$ cat src/rtl/bsg_counter_set_down.sv
// Loadable down-counter: a set loads val_i, a down decrements by one.
// When set and down may coincide, the loaded value already accounts for the decrement.
module bsg_counter_set_down #(
  parameter int width_p                  = 4,
  parameter int init_val_p               = 0,
  parameter bit set_and_down_exclusive_p = 1'b0
) (
  input  logic               clk_i,
  input  logic               reset_i,
  input  logic               set_i,
  input  logic [width_p-1:0] val_i,
  input  logic               down_i,
  output logic [width_p-1:0] count_r_o
);

  logic [width_p-1:0] count_r;
  logic [width_p-1:0] count_n;

  // next-count selection
  always_comb begin
    count_n = count_r;
    if (set_i) begin
      if (set_and_down_exclusive_p) begin
        count_n = val_i;
      end else begin
        count_n = val_i - width_p'(down_i);
      end
    end else if (down_i) begin
      count_n = count_r - width_p'(1);
    end else begin
      count_n = count_r;
    end
  end

  // counter register
  always_ff @(posedge clk_i) begin
    if (reset_i) begin
      count_r <= width_p'(init_val_p);
    end else begin
      count_r <= count_n;
    end
  end

  assign count_r_o = count_r;

endmodule

$ cat src/rtl/bsg_wormhole_router_input_control_vc_slice.sv
// Single-VC packet framing: remaining-flit counter, latched route, sticky
// empty-dequeue error and the header/last decode seen by the output side.
module bsg_wormhole_router_input_control_vc_slice #(
  parameter int output_dirs_p      = 5,
  parameter int payload_len_bits_p = 4,
  parameter int hdr_flits_p        = 1
) (
  input  logic                          clk_i,
  input  logic                          reset_i,
  input  logic                          fifo_v_i,
  input  logic [output_dirs_p-1:0]      fifo_decoded_dest_i,
  input  logic [payload_len_bits_p-1:0] fifo_payload_len_i,
  input  logic                          fifo_yumi_i,
  output logic [output_dirs_p-1:0]      reqs_o,
  output logic [output_dirs_p-1:0]      route_o,
  output logic                          release_o,
  output logic                          last_o,
  output logic                          detected_header_o,
  output logic                          error_o
);

  // Largest load is a full-length body plus the extra header flits.
  localparam int max_ctr_lp    = (2**payload_len_bits_p - 1) + hdr_flits_p - 1;
  localparam int ctr_width_lp  = $clog2(max_ctr_lp + 1);
  localparam bit single_hdr_lp = (hdr_flits_p == 1);

  logic [ctr_width_lp-1:0]  ctr_r;
  logic [ctr_width_lp-1:0]  load_val_s;
  logic [output_dirs_p-1:0] route_r;
  logic                     error_r;
  logic                     idle_s;
  logic                     set_s;
  logic                     down_s;

  assign idle_s     = (ctr_r == '0);
  assign set_s      = fifo_yumi_i & idle_s;
  assign down_s     = fifo_yumi_i & ~idle_s;
  assign load_val_s = ctr_width_lp'(fifo_payload_len_i) + ctr_width_lp'(hdr_flits_p - 1);

  bsg_counter_set_down #(
    .width_p                  (ctr_width_lp),
    .init_val_p               (0),
    .set_and_down_exclusive_p (1'b1)
  ) ctr (
    .clk_i     (clk_i),
    .reset_i   (reset_i),
    .set_i     (set_s),
    .val_i     (load_val_s),
    .down_i    (down_s),
    .count_r_o (ctr_r)
  );

  // route latched on every header dequeue; masked on the output while idle
  always_ff @(posedge clk_i) begin
    if (reset_i) begin
      route_r <= '0;
    end else if (set_s) begin
      route_r <= fifo_decoded_dest_i;
    end else begin
      route_r <= route_r;
    end
  end

  // sticky dequeue-while-empty flag
  always_ff @(posedge clk_i) begin
    if (reset_i) begin
      error_r <= 1'b0;
    end else begin
      error_r <= error_r | (fifo_yumi_i & ~fifo_v_i);
    end
  end

  assign release_o         = idle_s;
  assign detected_header_o = idle_s & fifo_v_i;
  assign reqs_o            = detected_header_o ? fifo_decoded_dest_i : '0;
  assign route_o           = idle_s ? '0 : route_r;
  assign error_o           = error_r;
  assign last_o            = fifo_v_i & (idle_s ? ((fifo_payload_len_i == '0) & single_hdr_lp)
                                                : (ctr_r == ctr_width_lp'(1)));

endmodule

$ cat src/rtl/bsg_wormhole_router_input_control_vc.sv
// Per-input-port packet tracker: one independent framing slice per virtual channel.
module bsg_wormhole_router_input_control_vc #(
  parameter int output_dirs_p      = 5,
  parameter int payload_len_bits_p = 4,
  parameter int vc_num_p           = 2,
  parameter int hdr_flits_p        = 1
) (
  input  logic                                   clk_i,
  input  logic                                   reset_i,
  input  logic [vc_num_p-1:0]                    fifo_v_i,
  input  logic [vc_num_p*output_dirs_p-1:0]      fifo_decoded_dest_i,
  input  logic [vc_num_p*payload_len_bits_p-1:0] fifo_payload_len_i,
  input  logic [vc_num_p-1:0]                    fifo_yumi_i,
  output logic [vc_num_p*output_dirs_p-1:0]      reqs_o,
  output logic [vc_num_p*output_dirs_p-1:0]      route_o,
  output logic [vc_num_p-1:0]                    release_o,
  output logic [vc_num_p-1:0]                    last_o,
  output logic [vc_num_p-1:0]                    detected_header_o,
  output logic [vc_num_p-1:0]                    error_o
);

  for (genvar v = 0; v < vc_num_p; v++) begin : vc
    bsg_wormhole_router_input_control_vc_slice #(
      .output_dirs_p      (output_dirs_p),
      .payload_len_bits_p (payload_len_bits_p),
      .hdr_flits_p        (hdr_flits_p)
    ) slice (
      .clk_i               (clk_i),
      .reset_i             (reset_i),
      .fifo_v_i            (fifo_v_i[v]),
      .fifo_decoded_dest_i (fifo_decoded_dest_i[v*output_dirs_p +: output_dirs_p]),
      .fifo_payload_len_i  (fifo_payload_len_i[v*payload_len_bits_p +: payload_len_bits_p]),
      .fifo_yumi_i         (fifo_yumi_i[v]),
      .reqs_o              (reqs_o[v*output_dirs_p +: output_dirs_p]),
      .route_o             (route_o[v*output_dirs_p +: output_dirs_p]),
      .release_o           (release_o[v]),
      .last_o              (last_o[v]),
      .detected_header_o   (detected_header_o[v]),
      .error_o             (error_o[v])
    );
  end

endmodule

$ cat config.mk
export PLATFORM = sky130hd
export DESIGN_NAME = bsg_wormhole_router_input_control_vc
export DESIGN_NICKNAME = d
export VERILOG_FILES = /design/src/rtl/bsg_counter_set_down.sv /design/src/rtl/bsg_wormhole_router_input_control_vc_slice.sv /design/src/rtl/bsg_wormhole_router_input_control_vc.sv
export SDC_FILE = /design/constraint.sdc
export NUM_CORES = 1
export LEC_CHECK = 0
export ABC_CLOCK_PERIOD_IN_PS = 2200
export CORE_MARGIN = 4
export CORE_UTILIZATION = 30
export CTS_CLUSTER_SIZE = 12
export DETAILED_ROUTE_END_ITERATION = 16
export GPL_TIMING_DRIVEN = 0
export HOLD_SLACK_MARGIN = 0.02
export SYNTH_ARGS = -nofsm -noshare
export SYNTH_HDL_FRONTEND = slang
export SYNTH_HIERARCHICAL = 1
export SYNTH_SLANG_ARGS = --single-unit
$ cat constraint.sdc
create_clock -name clk_i -period 2.2 [get_ports clk_i]
set_input_delay 0.22 -clock clk_i [delete_from_list [all_inputs] [get_ports clk_i]]
set_output_delay 0.22 -clock clk_i [all_outputs]
set_load 0.02 [all_outputs]
-- Yosys cells after proc, flatten, opt, wreduce, memory -nomap -nowiden
Index checks and enable logic that the tools add are counted.
Widths: inputs -> output; s select.
- logic and storage cells: 42
- bits in registers: 20
- output and inout bits: 28
- bits of input ports: 24
- bitwise operators: 16
- multiplexer cells: 10
- equality and inequality tests: 2
- reduce and logical (&&, ||, !) cells: 6
- $add $sub $neg: 2
- operator list (kind ; count):
    $mux 5 ; 4
    $logic_not 4->1 ; 4
    $mux 4 ; 4
    $and 1x1->1 ; 10
    $eq 4x1->1 const B ; 2
    $sub 4x1->4 const B ; 2
    $not 1->1 ; 4
    $reduce_bool 2->1 ; 2
    $mux 1 ; 2
    $or 1x1->1 ; 2

-- Depth between registers and ports, before layout
- depth in word-level cells: 5
- depth in mapped cells: 6
- depth with buffers taken out: 5

-- Cells and area by module
The synthesis kept the hierarchy.
- modules (own cells, without submodules) (module ; times used ; seq. area each (sq um) ; cells each ; area each (sq um)):
    bsg_wormhole_router_input_control_vc_slice ; 2 ; 120.1 ; 45 ; 420.4
    bsg_counter_set_down ; 2 ; 80.1 ; 25 ; 226.5

-- Worst setup path before layout
OpenSTA, ideal clock, no wires.
- path kind: reg2reg
- from: register vc[0].slice.ctr.count_r[1]
- to: register vc[0].slice.ctr.count_r[0]
- path slack: 0.528 ns
- data arrival time: 1.558 ns
- data required time: 2.086 ns
- stages on the path, launching flop included: 7
- buffers on the path: 2
- setup time: 0.114 ns
- period minus slack after synthesis: 1.672 ns
- path through: dfxtp_1 nor4_4 and2_1 buf_6 clkbuf_1 mux2i_1 nor2_1
- elaborated cells between the ends (all ways): 6
- those cells by class: mux: 1; bitwise: 3; reduce/logical: 2
- RTL lines (what ; line ; text):
    start, declared ; bsg_counter_set_down.sv:16 ; logic [width_p-1:0] count_r;
    start signal, assigned ; bsg_counter_set_down.sv:38 ; count_r <= width_p'(init_val_p);
    start signal, assigned ; bsg_counter_set_down.sv:40 ; count_r <= count_n;
    $logic_not 4->1 * ; bsg_wormhole_router_input_control_vc_slice.sv:35 ; assign idle_s = (ctr_r == '0);
    $and 1x1->1 * ; bsg_wormhole_router_input_control_vc_slice.sv:36 ; assign set_s = fifo_yumi_i & idle_s;
    named net vc[0].slice.set_s ; bsg_wormhole_router_input_control_vc_slice.sv:32 ; logic set_s;
    $mux 4 / $reduce_bool 2->1 (equally long branches) ; -- ;
The timed path passes the listed nets; every way through them passes the cells marked *.
A chain may end at the register's enable or synchronous reset.

-- Final worst setup path
- from: register vc[0].slice.ctr.count_r[0]
- to: output port reqs_o[4]
- longest elaborated chain between the ends: 3
- RTL lines (what ; line ; text):
    $logic_not 4->1 ; bsg_wormhole_router_input_control_vc_slice.sv:35 ;
    $and 1x1->1 ; bsg_wormhole_router_input_control_vc_slice.sv:74 ; assign detected_header_o = idle_s & fifo_v_i;
    $mux 5 ; bsg_wormhole_router_input_control_vc_slice.sv:75 ; assign reqs_o = detected_header_o ? fifo_decoded_dest_i : '0;
    end, declared ; bsg_wormhole_router_input_control_vc.sv:14 ; output logic [vc_num_p*output_dirs_p-1:0] reqs_o,
Every way passes these cells.

==> metrics <==
status finished, final reports clean; Crit Path Class flop to primary output; die area ~5400 um^2; register area approximately 400 um^2; Critical Path End Type primary output; die height 73.7 um; Synth top area share between 30% and 40%; Rel. slew slack between 70% and 80%; Multi-input gate area between 700 and 800 um^2; # clock sinks 20; Hold WS approximately 0.47 ns; Initial Util a little under a third; Comb power frac between 60% and 70%; unrepaired setup endpoints after global routing false; Fmax roughly 470 MHz; fillers ~390; pre-CTS WS between 0.03 and 0.04 ns; Syn Area/Cell 9.24 um^2; Leak about 0.94 nW; CTS tree done; met2 WL between 1.5 and 2 mm; Synth area leader dfxtp_1; H-tree Lvls 1; Worst Skew roughly 0.0048 ns; setup ws final roughly 0.09 ns; CP startpoint vc[0].slice/ctr/count_r_o[0]; IO buf count between 50 and 60; top cells by area, synth dfxtp_1 31%, and2b_2 8.1%, nand4b_1 6.8%; Crit Path Max Fanout 6; final global-route overflow total 0; syn_nets between 150 and 200; Post-Synthesis Cells 140; initial antenna violation count 0; vias post-DR roughly 1200; first-pass GRT wire length about 5.5 mm; clk_lat worst skew approximately 0.25 ns; Area Overhead vs Synth 50.3%; I/O pin total 52; Critical Path Start Type flop; WL met1 1.48 mm; reg2reg start vc[0].slice/ctr/count_r_o[0]; DR DRC count 0; Worst Max-Slew Pin Slew between 0.4 and 0.5 ns; Sw Ratio about two fifths; final setup TNS 0 ns; clock group share of total power roughly 11%; vias in the first global route ~1200; most frequent cells in the layout 30 x clkdlybuf4s50_1, 20 x dfxtp_1, 16 x dlygate4sd2_1, 12 x and2b_2; proportion of synthesized chip area in sequential cells 30.9%; Final Max Slew Viols 0; fin util a little under half; WL met3 around 110 um; post-synth cell types 24; layout net count around 230; antenna-violating nets left 0; Seq cells post-synth 20; layout cells sized above 1 22.1%; startpoint of the worst hold path vc[0].slice/route_r[1]; highest metal used met4; cts hold-fix bufs 0; Period Utilization, post-route about 96%; commonest non-fill, non-tap cell in the layout clkdlybuf4s50_1; total track usage 12.8%; pwr/cell area between 1000 and 1500 nW/um^2; drt initial violations between 40 and 50; Synth Cell Area around 1300 um^2; Vias/cell 4.75; routed len/inst approximately 14 um; Switch Pwr 1.04 mW; Die X 73.7 um; diode count 0; clock slew at the register clock pins of the worst setup and hold paths approximately 0.07 ns; total CTS buffers 3; largest net degree at the start of global routing 13; Pint between 1 and 1.5 mW; root buffer cell clkbuf_8; final setup vio count 0; CP arrival 1.89 ns; peak supply drop roughly 0.00056 V; row count 23; placer congestion estimate between 0.7 and 0.8; HPWL after DPL 2.60 mm; crit path time final around 2.1 ns; Warnings, synthesis 6; TritonRoute pass-1 iters 3; Max Root-Sink Buffers 2; area of the core a little over 4000 um^2; Detailed Route WL around 3.4 mm; Final Hold Viols 0; HP Class flop to flop; max-cap viol count 0; power share of the sequential group approximately 26%; overall power between 2 and 3 mW; Critical Path RT slightly below 2 ns
[power groups by stage]
stage | Sequential [mW] | Combinational (mW) | Clock (mW)
2_1_floorplan | 0.626 | 1.06 | 0
3_3_place_gp | 0.643 | 1.52 | 0
3_5_place_dp | 0.656 | 1.55 | 0
4_1_cts | 0.647 | 1.60 | 0.290
5_1_grt | 0.666 | 1.73 | 0.299
6_report | 0.645 | 1.58 | 0.277
[sequential cells by signal (all words and copies together), names as in the netlist]
signal / count
vc.slice/route_r: 10
vc.slice/ctr/count_r_o: 8
vc.slice/error_o: 2
[cell type report]
class | count | area share (%)
sequential | 20 | 20.6
clock buffer | 4 | 2.83
buffer | 8 | 3.09
multi-input combinational | 102 | 40.9
timing repair buffer | 55 | 27.4
inverter | 10 | 1.93
tap | 50 | 3.22
[cell families (layout without fill, tap and decap cells)]
logic type	count (synthesis)	after routing	share of synthesized area, %
AOI/OAI and AO/OA	24	24	13.7
xor gates and xnor gates	6	6	4.06
muxes	2	2	1.55
and+or+nand+nor	68	68	40.2
buffers and inverters	18	77	7.54
DFF	20	20	30.9
adders and majority gates	2	2	1.93
[worst max-delay path, cell delays in order, from the launching register on]
cell and delay (ns):
dfxtp_1 0.40, nor4_4 0.27, buf_4 0.18, and3_2 0.18
clkdlybuf4s50_1 0.59
[cell usage after synthesis]
cell type / instances
buf_6: 4
mux2i_1: 2
nor4b_4: 2
nor4_4: 2
clkbuf_1: 4
nand4b_1: 10
nor4_1: 2
xnor2_1: 2
ha_1: 2
and2_1: 4
nand2b_1: 10
dfxtp_1: 20
and3_1: 6
and2b_2: 12
o21ai_2: 10
xor2_1: 4
nand2_1: 4
nor4b_1: 2
a211o_2: 2
inv_1: 10
and3_2: 4
a21oi_1: 8
nor2_1: 10
o21a_1: 4
[worst paths after layout]
kind | end | slack (ns) | cells after the start
setup / recovery | reqs_o[4] | 0.09 | 4
hold / removal | vc[0].slice/route_r[1] | 0.47 | 2
setup reg to reg | vc[0].slice/ctr/count_r_o[0] | 0.29 | 8
hold reg to reg | vc[0].slice/route_r[1] | 0.47 | 2
[timing repair]
item	4_1_cts	5_1_grt
pin swaps	2	1
gates resized for setup	16	5
setup buffers	4	0
endpoints found under the setup margin	24	5
[through the flow]
stage / std cells / instance area (um^2)
floorplan: 140 / 1290
global placement: 241 / 1870
detailed placement: 241 / 1870
CTS: 249 / 1930
global route: 249 / 1940
finish: 249 / 1940
[layer usage]
layer	up-vias	track usage (%)
li1	606	-
met1	559	15.1
met2	16	23.5
met3	2	3.42
met4	0	1.81
met5	-	0
Note: power is estimated with default switching activity, not from simulation.
